**config.mk**
```make
export PLATFORM = sky130hd
export DESIGN_NAME = spi_reg_bridge
export DESIGN_NICKNAME = d
export VERILOG_FILES = /design/src/rtl/spi_reg_bridge.sv
export SDC_FILE = /design/constraint.sdc
export NUM_CORES = 1
export LEC_CHECK = 0
export CAP_MARGIN = 20
export CORE_MARGIN = 3
export CORE_UTILIZATION = 55
export DETAILED_ROUTE_END_ITERATION = 6
export MAX_ROUTING_LAYER = met4
export PLACE_DENSITY = 0.82
export SYNTH_ARGS = -nofsm -noshare
export SYNTH_HDL_FRONTEND = slang
export SYNTH_SLANG_ARGS = --single-unit
export TNS_END_PERCENT = 100
```
**constraint.sdc**
```tcl
create_clock -name clk -period 4.1 [get_ports clk]
set_clock_uncertainty 0.05 [all_clocks]
set_input_delay 1.23 -clock clk [delete_from_list [all_inputs] [get_ports clk]]
set_output_delay 1.23 -clock clk [all_outputs]
set_load 0.05 [all_outputs]
```
**src/rtl/spi_reg_bridge.sv**
```systemverilog
// spi_reg_bridge: SPI mode-0 slave that decodes 24-bit frames into
// register-table writes, or returns register read data on MISO.
module spi_reg_bridge #(
    parameter int ADDR_WIDTH   = 7,
    parameter int DATA_WIDTH   = 16,
    parameter int SCLK_MIN_DIV = 8
) (
    input  logic                  clk,
    input  logic                  rst,
    input  logic                  spi_sclk,
    input  logic                  spi_cs_n,
    input  logic                  spi_mosi,
    output logic                  spi_miso,
    output logic [ADDR_WIDTH-1:0] reg_addr,
    output logic                  reg_wr,
    output logic [DATA_WIDTH-1:0] reg_din,
    output logic [ADDR_WIDTH-1:0] reg_addr_r,
    input  logic [DATA_WIDTH-1:0] reg_dout,
    output logic                  frame_done,
    output logic                  frame_err
);

    localparam int CMD_BITS   = 1 + ADDR_WIDTH;
    localparam int FRAME_BITS = CMD_BITS + DATA_WIDTH;
    localparam int CNT_W      = $clog2(FRAME_BITS + 1);

    localparam logic [CNT_W-1:0] CMD_END   = CNT_W'(CMD_BITS);
    localparam logic [CNT_W-1:0] FRAME_END = CNT_W'(FRAME_BITS);

    // Read data must be loaded before the first data-phase SCLK fall.
    if (SCLK_MIN_DIV < 6) begin : g_div_check
        $error("SCLK_MIN_DIV too small for read turnaround");
    end

    typedef enum logic [2:0] {
        IDLE,
        CMD,
        DATA,
        COMMIT,
        WAIT_CS
    } state_t;

    state_t                state_q;
    logic [2:0]            sclk_q;
    logic [2:0]            cs_q;
    logic [1:0]            mosi_q;
    logic [CNT_W-1:0]      bit_cnt_q;
    logic [DATA_WIDTH-1:0] rx_shift_q;
    logic [DATA_WIDTH-1:0] tx_shift_q;
    logic                  rw_q;
    logic                  load_q;
    logic                  spi_miso_q;
    logic [ADDR_WIDTH-1:0] reg_addr_q;
    logic [DATA_WIDTH-1:0] reg_din_q;
    logic [ADDR_WIDTH-1:0] reg_addr_r_q;
    logic                  reg_wr_q;
    logic                  frame_done_q;
    logic                  frame_err_q;

    logic                  sclk_rise;
    logic                  sclk_fall;
    logic                  cs_rise;
    logic                  cs_fall;
    logic                  mosi_s;
    logic [DATA_WIDTH-1:0] rx_next;

    assign sclk_rise = sclk_q[1] & ~sclk_q[2];
    assign sclk_fall = ~sclk_q[1] & sclk_q[2];
    assign cs_rise   = cs_q[1] & ~cs_q[2];
    assign cs_fall   = ~cs_q[1] & cs_q[2];
    assign mosi_s    = mosi_q[1];
    assign rx_next   = {rx_shift_q[DATA_WIDTH-2:0], mosi_s};

    // Sync flops reset low so a cs_n already low at release is no edge.
    always_ff @(posedge clk) begin
        if (!rst) begin
            state_q      <= IDLE;
            sclk_q       <= '0;
            cs_q         <= '0;
            mosi_q       <= '0;
            bit_cnt_q    <= '0;
            rx_shift_q   <= '0;
            tx_shift_q   <= '0;
            rw_q         <= 1'b0;
            load_q       <= 1'b0;
            spi_miso_q   <= 1'b0;
            reg_addr_q   <= '0;
            reg_din_q    <= '0;
            reg_addr_r_q <= '0;
            reg_wr_q     <= 1'b0;
            frame_done_q <= 1'b0;
            frame_err_q  <= 1'b0;
        end else begin
            sclk_q       <= {sclk_q[1:0], spi_sclk};
            cs_q         <= {cs_q[1:0], spi_cs_n};
            mosi_q       <= {mosi_q[0], spi_mosi};
            reg_wr_q     <= 1'b0;
            frame_done_q <= 1'b0;
            frame_err_q  <= 1'b0;
            load_q       <= 1'b0;
            unique case (state_q)
                IDLE: begin
                    spi_miso_q <= 1'b0;
                    if (cs_fall) begin
                        bit_cnt_q <= '0;
                        state_q   <= CMD;
                    end
                end
                CMD: begin
                    if (cs_rise) begin
                        frame_err_q <= 1'b1;
                        state_q     <= IDLE;
                    end else if (bit_cnt_q == CMD_END) begin
                        rw_q         <= rx_shift_q[ADDR_WIDTH];
                        reg_addr_r_q <= rx_shift_q[ADDR_WIDTH-1:0];
                        load_q       <= 1'b1;
                        state_q      <= DATA;
                    end else if (sclk_rise) begin
                        rx_shift_q <= rx_next;
                        bit_cnt_q  <= bit_cnt_q + CNT_W'(1);
                    end
                end
                DATA: begin
                    if (cs_rise) begin
                        spi_miso_q  <= 1'b0;
                        frame_err_q <= 1'b1;
                        state_q     <= IDLE;
                    end else if (bit_cnt_q == FRAME_END) begin
                        spi_miso_q   <= 1'b0;
                        reg_wr_q     <= rw_q;
                        frame_done_q <= 1'b1;
                        state_q      <= COMMIT;
                        if (rw_q) begin
                            reg_addr_q <= reg_addr_r_q;
                            reg_din_q  <= rx_shift_q;
                        end
                    end else begin
                        if (load_q) begin
                            tx_shift_q <= rw_q ? '0 : reg_dout;
                        end else if (sclk_fall) begin
                            spi_miso_q <= tx_shift_q[DATA_WIDTH-1];
                            tx_shift_q <= {tx_shift_q[DATA_WIDTH-2:0], 1'b0};
                        end
                        if (sclk_rise) begin
                            rx_shift_q <= rx_next;
                            bit_cnt_q  <= bit_cnt_q + CNT_W'(1);
                        end
                    end
                end
                COMMIT: begin
                    state_q <= cs_rise ? IDLE : WAIT_CS;
                end
                WAIT_CS: begin
                    spi_miso_q <= 1'b0;
                    if (cs_rise) begin
                        state_q <= IDLE;
                    end
                end
                default: state_q <= IDLE;
            endcase
        end
    end

    assign spi_miso   = spi_miso_q;
    assign reg_addr   = reg_addr_q;
    assign reg_wr     = reg_wr_q;
    assign reg_din    = reg_din_q;
    assign reg_addr_r = reg_addr_r_q;
    assign frame_done = frame_done_q;
    assign frame_err  = frame_err_q;

endmodule

```
### After elaboration in Yosys (flattened, before gate mapping)

Cells that the tools add are included.

| storage, ports and cells | value |
|---|---|
| register bits | 84 |
| output and inout port bits | 34 |
| logic and storage cells | 96 |
| input bits | 21 |

| operators by class | value |
|---|---|
| eq/ne operators | 16 |
| reductions and logical operators | 18 |
| bitwise logic cells | 13 |
| add/subtract/negate cells | 1 |
| mux-type cells | 32 |

Operator list:

| kind | number |
|---|---|
| two-way mux 16 bit | 8 |
| case mux 16 bit (2 select lines) | 1 |
| two-way mux 5 bit | 6 |
| two-way mux 3 bit | 7 |
| case mux 3 bit (5 select lines) | 1 |
| case mux 5 bit (3 select lines) | 1 |
| inequality test 2 bit, second input constant | 6 |
| AND reduction 4 bit | 3 |
| inverter 1 bit | 9 |
| inequality test 4 bit, second input constant | 2 |
| two-way mux 1 bit | 7 |
| == test 3 x 2 -> 1 bit, second input constant | 2 |
| inequality test 3 bit, second input constant | 2 |
| AND reduction 3 bit | 2 |
| AND reduction 6 bit | 1 |
| nonzero test 2 bit | 3 |
| OR reduction 3 bit | 2 |
| adder 5 x 1 -> 5 bit, second input constant | 1 |
| == test 5 x 4 -> 1 bit, second input constant | 1 |
| == test 5 bit, second input constant | 1 |
| AND reduction 5 bit | 1 |
| bitwise AND 1 bit | 4 |
| OR reduction 2 bit | 2 |
| OR reduction 4 bit | 1 |
| other kinds (6) | 6 |

### Depth between registers and ports, before layout

Gate-level depths: netlist of the first run.

| depth | value |
|---|---|
| word-level depth | 7 |
| depth in mapped cells | 8 |
| mapped depth without buffers | 6 |

### Worst setup path after synthesis of the first run

No wires, ideal clock.

| timing path | value |
|---|---|
| path kind | register -> register |
| from | register bit_cnt_q[0] |
| to | register tx_shift_q[10] |
| library setup time | 86 ps |
| data arrival time | 1936 ps |
| required time | 3964 ps |
| setup slack | 2029 ps |
| period minus slack after synthesis | 2071 ps |
| path buffers | 2 |
| cell stages (with the launch flop) | 9 |
| cell sequence | dfxtp_1 > inv_1 > ha_1 > and4b_1 > clkbuf_1 > a2111oi_2 > clkbuf_1 > nor2_1 > a211oi_1 |

| on the way | value |
|---|---|
| word-level cells in the longest chain between the ends | 3 |

Ends and longest elaborated chain:

| element | line | RTL |
|---|---|---|
| start, declared | 47 | `logic [CNT_W-1:0] bit_cnt_q;` |
| start signal, assigned | 120 | `bit_cnt_q <= bit_cnt_q + CNT_W'(1);` |
| start signal, assigned | 146 | `bit_cnt_q <= bit_cnt_q + CNT_W'(1);` |
| == test 5 bit | 128 | `end else if (bit_cnt_q == FRAME_END) begin` |
| inverter 1 bit (no source line) | n/a |  |
| AND reduction 4 bit (no source line) | n/a |  |
| end signal, assigned | 139 | `tx_shift_q <= rw_q ? '0 : reg_dout;` |
| end signal, assigned | 142 | `tx_shift_q <= {tx_shift_q[DATA_WIDTH-2:0], 1'b0};` |
| end, declared | 49 | `logic [DATA_WIDTH-1:0] tx_shift_q;` |

Every way passes these cells.
A chain may end at the register's enable or synchronous reset.

### Worst setup path in the final report of the first run

| timing path | value |
|---|---|
| from | register reg_addr_r_q[3], in the netlist reg_addr_r[3] |
| to | output reg_addr_r[3] |

RTL lines:

| element | line | RTL |
|---|---|---|
| start, declared | 55 | `logic [ADDR_WIDTH-1:0] reg_addr_r_q;` |
| start signal, assigned | 115 | `reg_addr_r_q <= rx_shift_q[ADDR_WIDTH-1:0];` |
| end, declared | 17 | `output logic [ADDR_WIDTH-1:0] reg_addr_r,` |

No word-level cell between the ends.

==> metrics.md, run 1 <==
| Metric | Value |
|---|---|
| Final Wtd Congestion | about 0.80 |
| Pre-CTS setup slack | slightly above 1 ns |
| Maximum capacitance violations | 0 |
| Reg2reg end | bit_cnt_q[3]$_SDFFE_PN0P_ |
| Buf/Inv on CP | 1 |
| Detailed placer's ending HPWL | between 4 and 5 mm |
| Required time of the critical path | ~2.8 ns |
| Vertical die dimension | between 80 and 90 um |
| Post-route total power | roughly 0.0015 W |
| Share of synthesized cell area in full adder, half adder and majority cells | less than 1% |
| Total inserted antenna cells | 0 |
| Sequential cell fraction of total power | 56.6% |
| Switching fraction of total power | 25.7% |
| Maximum number of pins on one net before global-route repair | 38 |
| Upper clock frequency limit | 355 MHz |
| Largest buffer count on any clock path | 2 |
| H-Tree Level Count | 3 |
| Type of the most critical hold path | reg2reg |
| Switching Power | around 0.00038 W |
| Initial standard-cell utilization of the core | between 50 and 60% |
| Tightest slew margin relative to the limit | about 29% |
| Kind of cell adding the most delay to the critical path | buffers and inverters |
| Combinational power share | about 7.9% |
| CP Max Fanout | 3 |
| Total negative slack for setup checks | 0 ns |
| Power density over cell area | between 300 and 400 nW/um^2 |
| CP startpoint kind | flop |
| Largest stage delay on the critical path | about 0.82 ns |
| Post-synthesis instance total | 359 |
| Largest area contributor in the netlist | dfxtp_1 |
| Cell-internal power | 0.00110 W |
| Summed instance area of the synthesized netlist | between 3000 and 4000 um^2 |
| Clock period minus final worst setup slack | between 2 and 3 ns |
| FF/Latch Area | 1680 um^2 |
| Compound-Gate Fraction of Synth Area | between 10% and 20% |
| Startpoint of the worst-slack reg-to-reg timing path | state_q[0]$_SDFFE_PN0P_ |
| Fraction of the yosys area taken by sequential cells | a little over 50% |
| Insertion delay of the later-clocked pin in the worst-skew pair | between 0.3 and 0.4 ns |
| Leading cell types in the layout, fill and taps excluded | dfxtp_1 (84), nor2_1 (56), clkdlybuf4s50_1 (54), mux2i_1 (32), a21oi_1 (23) |
| Critical path capture point type | primary output |
| Crit path setup slack, layout | approximately 1.3 ns |
| Most common flop cell mapped by yosys | dfxtp_1 |
| Type of the worst setup path | reg2out |
| XOR/XNOR Fraction of Synth Area | less than 1% |
| Clock root buffer master | clkbuf_8 |
| Post-route DRC violation count | 0 |
| CORE AREA | ~5700 um^2 |
| Final Hold Viols | 0 |
| Number of placed I/O pins | 55 |
| Synth Warn # | 0 |
| Number of antenna violations at the first check in global routing | 0 |
| Endpoint of the worst setup timing path | reg_addr_r[3] |
| Share of the clock period used by the worst path | 68.8% |
| Die W | about 84 um |
| Die area | 7040 um^2 |
| Max stage delay cell, worst path | clkdlybuf4s50_1 |
| Worst-case register-to-register setup slack | between 1.5 and 2 ns |
| Via-per-instance ratio | approximately 5.8 |
| Leak pwr | 1.49 nW |
| Most common cell after layout, fill and taps aside | dfxtp_1 |
| Number of buffers added by the clock tree synthesis step | 9 |
| Remaining antenna violation count after routing | 0 |
| Wire length of the first global-routing pass | 11.9 mm |
| Clock share of power | between 30% and 40% |
| Reg2reg path depth | 4 |
| Library cells used by synthesis | 46 |
| Leading post-synthesis cells by cell area | dfxtp_1 (50%), mux2i_1 (9.6%), nor2_1 (6.3%), a211oi_1 (3.6%), a21oi_1 (3.4%) |
| Transition at the pin with the smallest max-transition slack | between 1 and 1.5 ns |
| Wire length reported by the detailed router | 6.94 mm |
| Final setup violating endpoints | 0 |
| Dominant combinational cell family by area after synthesis | simple AND/OR/NAND/NOR gates |
| Nets in the synthesized netlist | ~380 |
| Area of combinational cells with multiple inputs | 1550 um^2 |
| Rows | 27 |
| Share of post-route cells with drive strength above 1 | under 10% |
| CTS tree | yes |
| Post-Syn Area per Cell | just over 9 um^2 |
| RSZ-0062 raised after global routing | false |
| Total Routing Usage GR | between 20% and 30% |
| Cell count along the critical path | 1 |
| Fraction of synthesized area in multiplexers | under 10% |
| Sequence of cells on the critical path | clkdlybuf4s50_1 |
| CTS Hold Buffers Added | 0 |
| Filler cells | around 440 |
| Number of storage elements in the synthesis netlist | between 80 and 90 |
| Net total in the final layout | around 430 |
| Post-detailed-route wirelength per cell | 14.5 um |
| Worst endpoint data arrival time | ~1.5 ns |
| Clock slew seen by the registers of the worst setup and hold paths | around 0.090 ns |
| Final core utilization | ~72% |
| Number of global-route vias before repair | between 2000 and 3000 |
| First-pass DRT Iterations | 4 |
| Grt ovf | 0 |
| Gates resized, CTS repair | 0 |
| Initial drt markers | between 200 and 300 |
| Post-synthesis to final-layout area growth | 22.7% |
| Setup Fix Bufs, Post-CTS | 0 |
| Clock tree sinks | 84 |
| Number of input and output port buffers inserted | 54 |
| Final-report max-slew violation count | 0 |
| Number of vias in the routed layout | 2758 |
| Post-synthesis async set-or-reset flop share | 0% |
| Result of the run | finished clean |
| Setup crit start | reg_addr_r[3]$_SDFFE_PN0P_ |
| Hold slack | 0.393 ns |
| Top-area cell type share of the netlist area | just over 50% |
| EDFF count, synth | 0 |
| Peak ir drop on the vdd network | about 250 uV |
| Fraction of the mapped netlist area in simple logic gates | 19.0% |
==> power groups by stage <==
stage | combinational [W] | sequential, W | clock, W
after floorplan | 0.0000885 | 0.000851 | 0
after global placement | 0.000113 | 0.000860 | 0
after detailed placement | 0.000116 | 0.000860 | 0
after CTS | 0.000116 | 0.000841 | 0.000537
after global routing | 0.000130 | 0.000844 | 0.000572
final | 0.000117 | 0.000842 | 0.000528
==> Yosys cell counts, types with 2 or more instances <==
library cell   n
nor3b_1        3
and2_1         8
a211oi_1      16
nand3b_1       2
o41ai_1        3
or4_1          2
and3_1         2
nor4b_1        2
nor2b_1        2
nand2_1        4
nor4_1         2
mux2i_1       32
buf_2          3
nand3_1       21
nand2b_1       6
ha_1           2
nor2_1        56
or3b_2         2
o21ai_0       18
clkbuf_1      23
a21oi_1       23
inv_1          2
nand4_1        2
dfxtp_1       84
a22oi_1       15
nor3_1         4
==> metal layers <==
layer / share of wire (%) / GRT usage, %
met3: 4.6 / 3.55
met4: 1.7 / 8.77
met5: 0 / -
met2: 45 / 32.0
met1: 48 / 27.5
==> layout make-up <==
cell class | instances | area share [%]
flip-flops and latches | 84 | 41.0
multi-input cells | 243 | 37.9
repair buffers | 60 | 14.3
clock buffers | 10 | 3.11
well taps | 72 | 2.20
clock inverters | 6 | 1.16
inverters | 4 | 0.366
==> state kept, by name, summed over array words and instances, names as in the netlist <==
signal	cells
reg_din	16
load_q	1
reg_addr_r	7
state_q	3
frame_err	1
mosi_q	2
rx_shift_q	16
bit_cnt_q	5
rw_q	1
sclk_q	3
spi_miso	1
reg_wr	1
frame_done	1
reg_addr	7
cs_q	3
tx_shift_q	16
==> kinds of logic (layout without fill, tap and decap cells) <==
| family | count (synthesis) | in the layout |
|---|---|---|
| AOI/OAI and AO/OA | 83 | 83 |
| muxes | 32 | 32 |
| and+or+nand+nor | 124 | 124 |
| adders and majority gates | 2 | 2 |
| buffers and inverters | 32 | 80 |
| xor gates and xnor gates | 2 | 2 |
| DFF | 84 | 84 |
==> stage by stage <==
step | area, um^2 | instances
2_1_floorplan | 3340 | 359
3_3_place_gp | 3920 | 463
3_5_place_dp | 3920 | 463
4_1_cts | 4100 | 479
5_1_grt | 4100 | 479
6_report | 4100 | 479
==> worst min-delay path by stage <==
stage | to | slack, ns | depth (start not counted) | start
after CTS | sclk_q[1]$_SDFF_PN0_ | 0.40 | 1 | sclk_q[0]$_SDFF_PN0_
after detailed placement | cs_q[1]$_SDFF_PN0_ | 0.38 | 1 | cs_q[0]$_SDFF_PN0_
after global placement | cs_q[1]$_SDFF_PN0_ | 0.37 | 1 | cs_q[0]$_SDFF_PN0_
after global routing | sclk_q[1]$_SDFF_PN0_ | 0.41 | 1 | sclk_q[0]$_SDFF_PN0_
after floorplan | cs_q[1]$_SDFF_PN0_ | 0.36 | 1 | cs_q[0]$_SDFF_PN0_
final | sclk_q[1]$_SDFF_PN0_ | 0.39 | 1 | sclk_q[0]$_SDFF_PN0_
(Power assumes the default switching activity.)
==> inputs of run 2 (changes only) <==
--- a/config.mk
+++ b/config.mk
@@ -7,10 +7,10 @@
 export LEC_CHECK = 0
 export CAP_MARGIN = 20
 export CORE_MARGIN = 3
-export CORE_UTILIZATION = 55
+export CORE_UTILIZATION = 47
 export DETAILED_ROUTE_END_ITERATION = 6
 export MAX_ROUTING_LAYER = met4
-export PLACE_DENSITY = 0.82
+export PLACE_DENSITY = 0.75
 export SYNTH_ARGS = -nofsm -noshare
 export SYNTH_HDL_FRONTEND = slang
 export SYNTH_SLANG_ARGS = --single-unit
==> constraint.sdc (replaced) <==
create_clock -name clk -period 2.4 [get_ports clk]
set_clock_uncertainty 0.05 [all_clocks]
set_input_delay 0.72 -clock clk [delete_from_list [all_inputs] [get_ports clk]]
set_output_delay 0.72 -clock clk [all_outputs]
set_load 0.05 [all_outputs]
==> metrics.md, run 2 (synthesis gave the netlist of run 1 again) <==
| Metric | Value |
|---|---|
| Result of the run | finished clean |
| Combinational power share | 7.7% (-0.2 points) |
| Initial drt markers | 133 (-47%) |
| CP startpoint kind | flop |
| Vertical die dimension | 90.3 um (+7.6%) |
| Share of post-route cells with drive strength above 1 | 9.16% (+2.0 points) |
| Number of placed I/O pins | 55 (unchanged) |
| Leak pwr | 1.59 nW (+6.2%) |
| Via-per-instance ratio | 5.40 (-6.2%) |
| Post-detailed-route wirelength per cell | 13.5 um (-7.1%) |
| Rows | 30 (+11%) |
| Initial standard-cell utilization of the core | 48.9% (-10 points) |
| Type of the most critical hold path | reg2reg |
| CTS tree | yes |
| Sequence of cells on the critical path | clkdlybuf4s50_1 |
| Final Hold Viols | 0 (unchanged) |
| Die area | 8150 um^2 (+16%) |
| Number of global-route vias before repair | 2558 (-3.3%) |
| Detailed placer's ending HPWL | 4.50 mm (-0.81%) |
| Largest stage delay on the critical path | 0.82 ns (about the same) |
| Number of antenna violations at the first check in global routing | 0 (unchanged) |
| Share of the clock period used by the worst path | between 90% and 100% |
| Maximum number of pins on one net before global-route repair | 36 (-5.3%) |
| Largest buffer count on any clock path | 2 (unchanged) |
| Pre-CTS setup slack | 0.313 ns (-0.700 ns) |
| Total negative slack for setup checks | 0 ns (unchanged) |
| Switching Power | 0.000619 W (+62%) |
| Clock share of power | 41.9% (+6.4 points) |
| Hold slack | 0.387 ns (-0.00544 ns) |
| FF/Latch Area | 1680 um^2 (unchanged) |
| Wire length reported by the detailed router | 6.88 mm (-0.91%) |
| Cell-internal power | 0.00223 W (+100%) |
| Final setup violating endpoints | 0 (unchanged) |
| Total Routing Usage GR | 17.6% (-3.3 points) |
| Die W | 90.3 um (+7.6%) |
| Most common cell after layout, fill and taps aside | dfxtp_1 |
| Kind of cell adding the most delay to the critical path | buffers and inverters |
| Final core utilization | 62.8% (-9.5 points) |
| Final-report max-slew violation count | 0 (unchanged) |
| Crit path setup slack, layout | 0.0943 ns (-1.19 ns) |
| Total inserted antenna cells | 0 (unchanged) |
| Insertion delay of the later-clocked pin in the worst-skew pair | 0.35 ns (about the same) |
| CORE AREA | 6830 um^2 (+20%) |
| H-Tree Level Count | 3 (unchanged) |
| Filler cells | 589 (+34%) |
| Grt ovf | 0 (unchanged) |
| Worst endpoint data arrival time | 1.54 ns (about the same) |
| CTS Hold Buffers Added | 0 (unchanged) |
| RSZ-0062 raised after global routing | false |
| Number of buffers added by the clock tree synthesis step | 9 (unchanged) |
| Switching fraction of total power | 21.7% (-4.0 points) |
| CP Max Fanout | 3 (unchanged) |
| Area of combinational cells with multiple inputs | 1550 um^2 (+0.16%) |
| Transition at the pin with the smallest max-transition slack | 0.552 ns (-0.512 ns) |
| First-pass DRT Iterations | 4 (unchanged) |
| Clock slew seen by the registers of the worst setup and hold paths | 0.08 ns (about the same) |
| Post-route total power | 0.00285 W (+92%) |
| Net total in the final layout | 434 (+2.1%) |
| Critical path capture point type | primary output |
| Wire length of the first global-routing pass | 11.7 mm (-2.0%) |
| Required time of the critical path | 1.63 ns (-1.19 ns) |
| Clock tree sinks | 84 (unchanged) |
| Post-synthesis to final-layout area growth | 28.4% |
| Max stage delay cell, worst path | clkdlybuf4s50_1 |
| Clock period minus final worst setup slack | 2.31 ns |
| Peak ir drop on the vdd network | 410 uV (+63%) |
| Type of the worst setup path | reg2out |
| Tightest slew margin relative to the limit | 63.0% (+34 points) |
| Number of input and output port buffers inserted | 54 (unchanged) |
| Leading cell types in the layout, fill and taps excluded | dfxtp_1 (84), nor2_1 (56), clkdlybuf4s50_1 (54), mux2i_1 (32), a21oi_1 (23) |
| Upper clock frequency limit | approximately 430 MHz |
| Clock root buffer master | clkbuf_8 |
| Buf/Inv on CP | 1 (unchanged) |
| Maximum capacitance violations | 0 (unchanged) |
| Remaining antenna violation count after routing | 0 (unchanged) |
| Sequential cell fraction of total power | 50.4% (-6.2 points) |
| Number of vias in the routed layout | 2759 (+0.036%) |
| Post-route DRC violation count | 0 (unchanged) |
| Power density over cell area | 665 nW/um^2 (+83%) |
| Final Wtd Congestion | 0.840 (+5.0%) |
[run 2: cell count changes in the layout (fill, tap and decap cells not counted), sizes merged]
cell and delta:
buf +9, bufinv +3, inv -2, clkbuf +1
clkinvlp -3
[run 2: path summary, 6_finish.rpt]
kind	from	end	slack [ns]	depth (start not counted)
min	cs_q[0]$_SDFF_PN0_	cs_q[1]$_SDFF_PN0_	0.39	1
min reg2reg	cs_q[0]$_SDFF_PN0_	cs_q[1]$_SDFF_PN0_	0.39	1
max reg2reg	state_q[0]$_SDFFE_PN0P_	bit_cnt_q[4]$_SDFFE_PN0P_	0.26	4
max	reg_addr_r[1]$_SDFFE_PN0P_	reg_addr_r[1]	0.09	1
[run 2: power groups by stage]
stage | Sequential [W] | Clock (W) | Combinational [W]
final | 0.00144 | 0.00119 | 0.000219
after global routing | 0.00144 | 0.00127 | 0.000239
after CTS | 0.00144 | 0.00121 | 0.000217
after detailed placement | 0.00147 | 0 | 0.000216
after global placement | 0.00147 | 0 | 0.000211
after floorplan | 0.00145 | 0 | 0.000151
[run 2: per-stage QoR]
step / cell area [um^2] / std cells
final: 4290 / 511
after floorplan: 3340 / 359
after global placement: 4050 / 496
after detailed placement: 4050 / 496
after global routing: 4290 / 511
after CTS: 4290 / 511
[run 2: repair_timing]
item	CTS	global route
endpoints found under the setup margin	0	2
buffers inserted	0	0
endpoints found under the hold margin	0	0
gates resized for setup	0	1
[run 2: final cells by class]
cell class / instances / share of cell area (%)
clock buffer: 11 / 3.30
clock inverter: 4 / 2.28
inverter: 4 / 0.350
multi-input combinational: 243 / 36.2
sequential: 84 / 39.2
tap: 96 / 2.80
timing repair buffer: 69 / 15.8
[run 2: routing by layer]
metal,global-route usage [%],up-vias,wire (um)
met1,22.3,1299,3320
li1,-,1392,-
met2,27.7,60,3210
met5,-,-,0
met3,3.58,8,243
met4,7.02,0,95
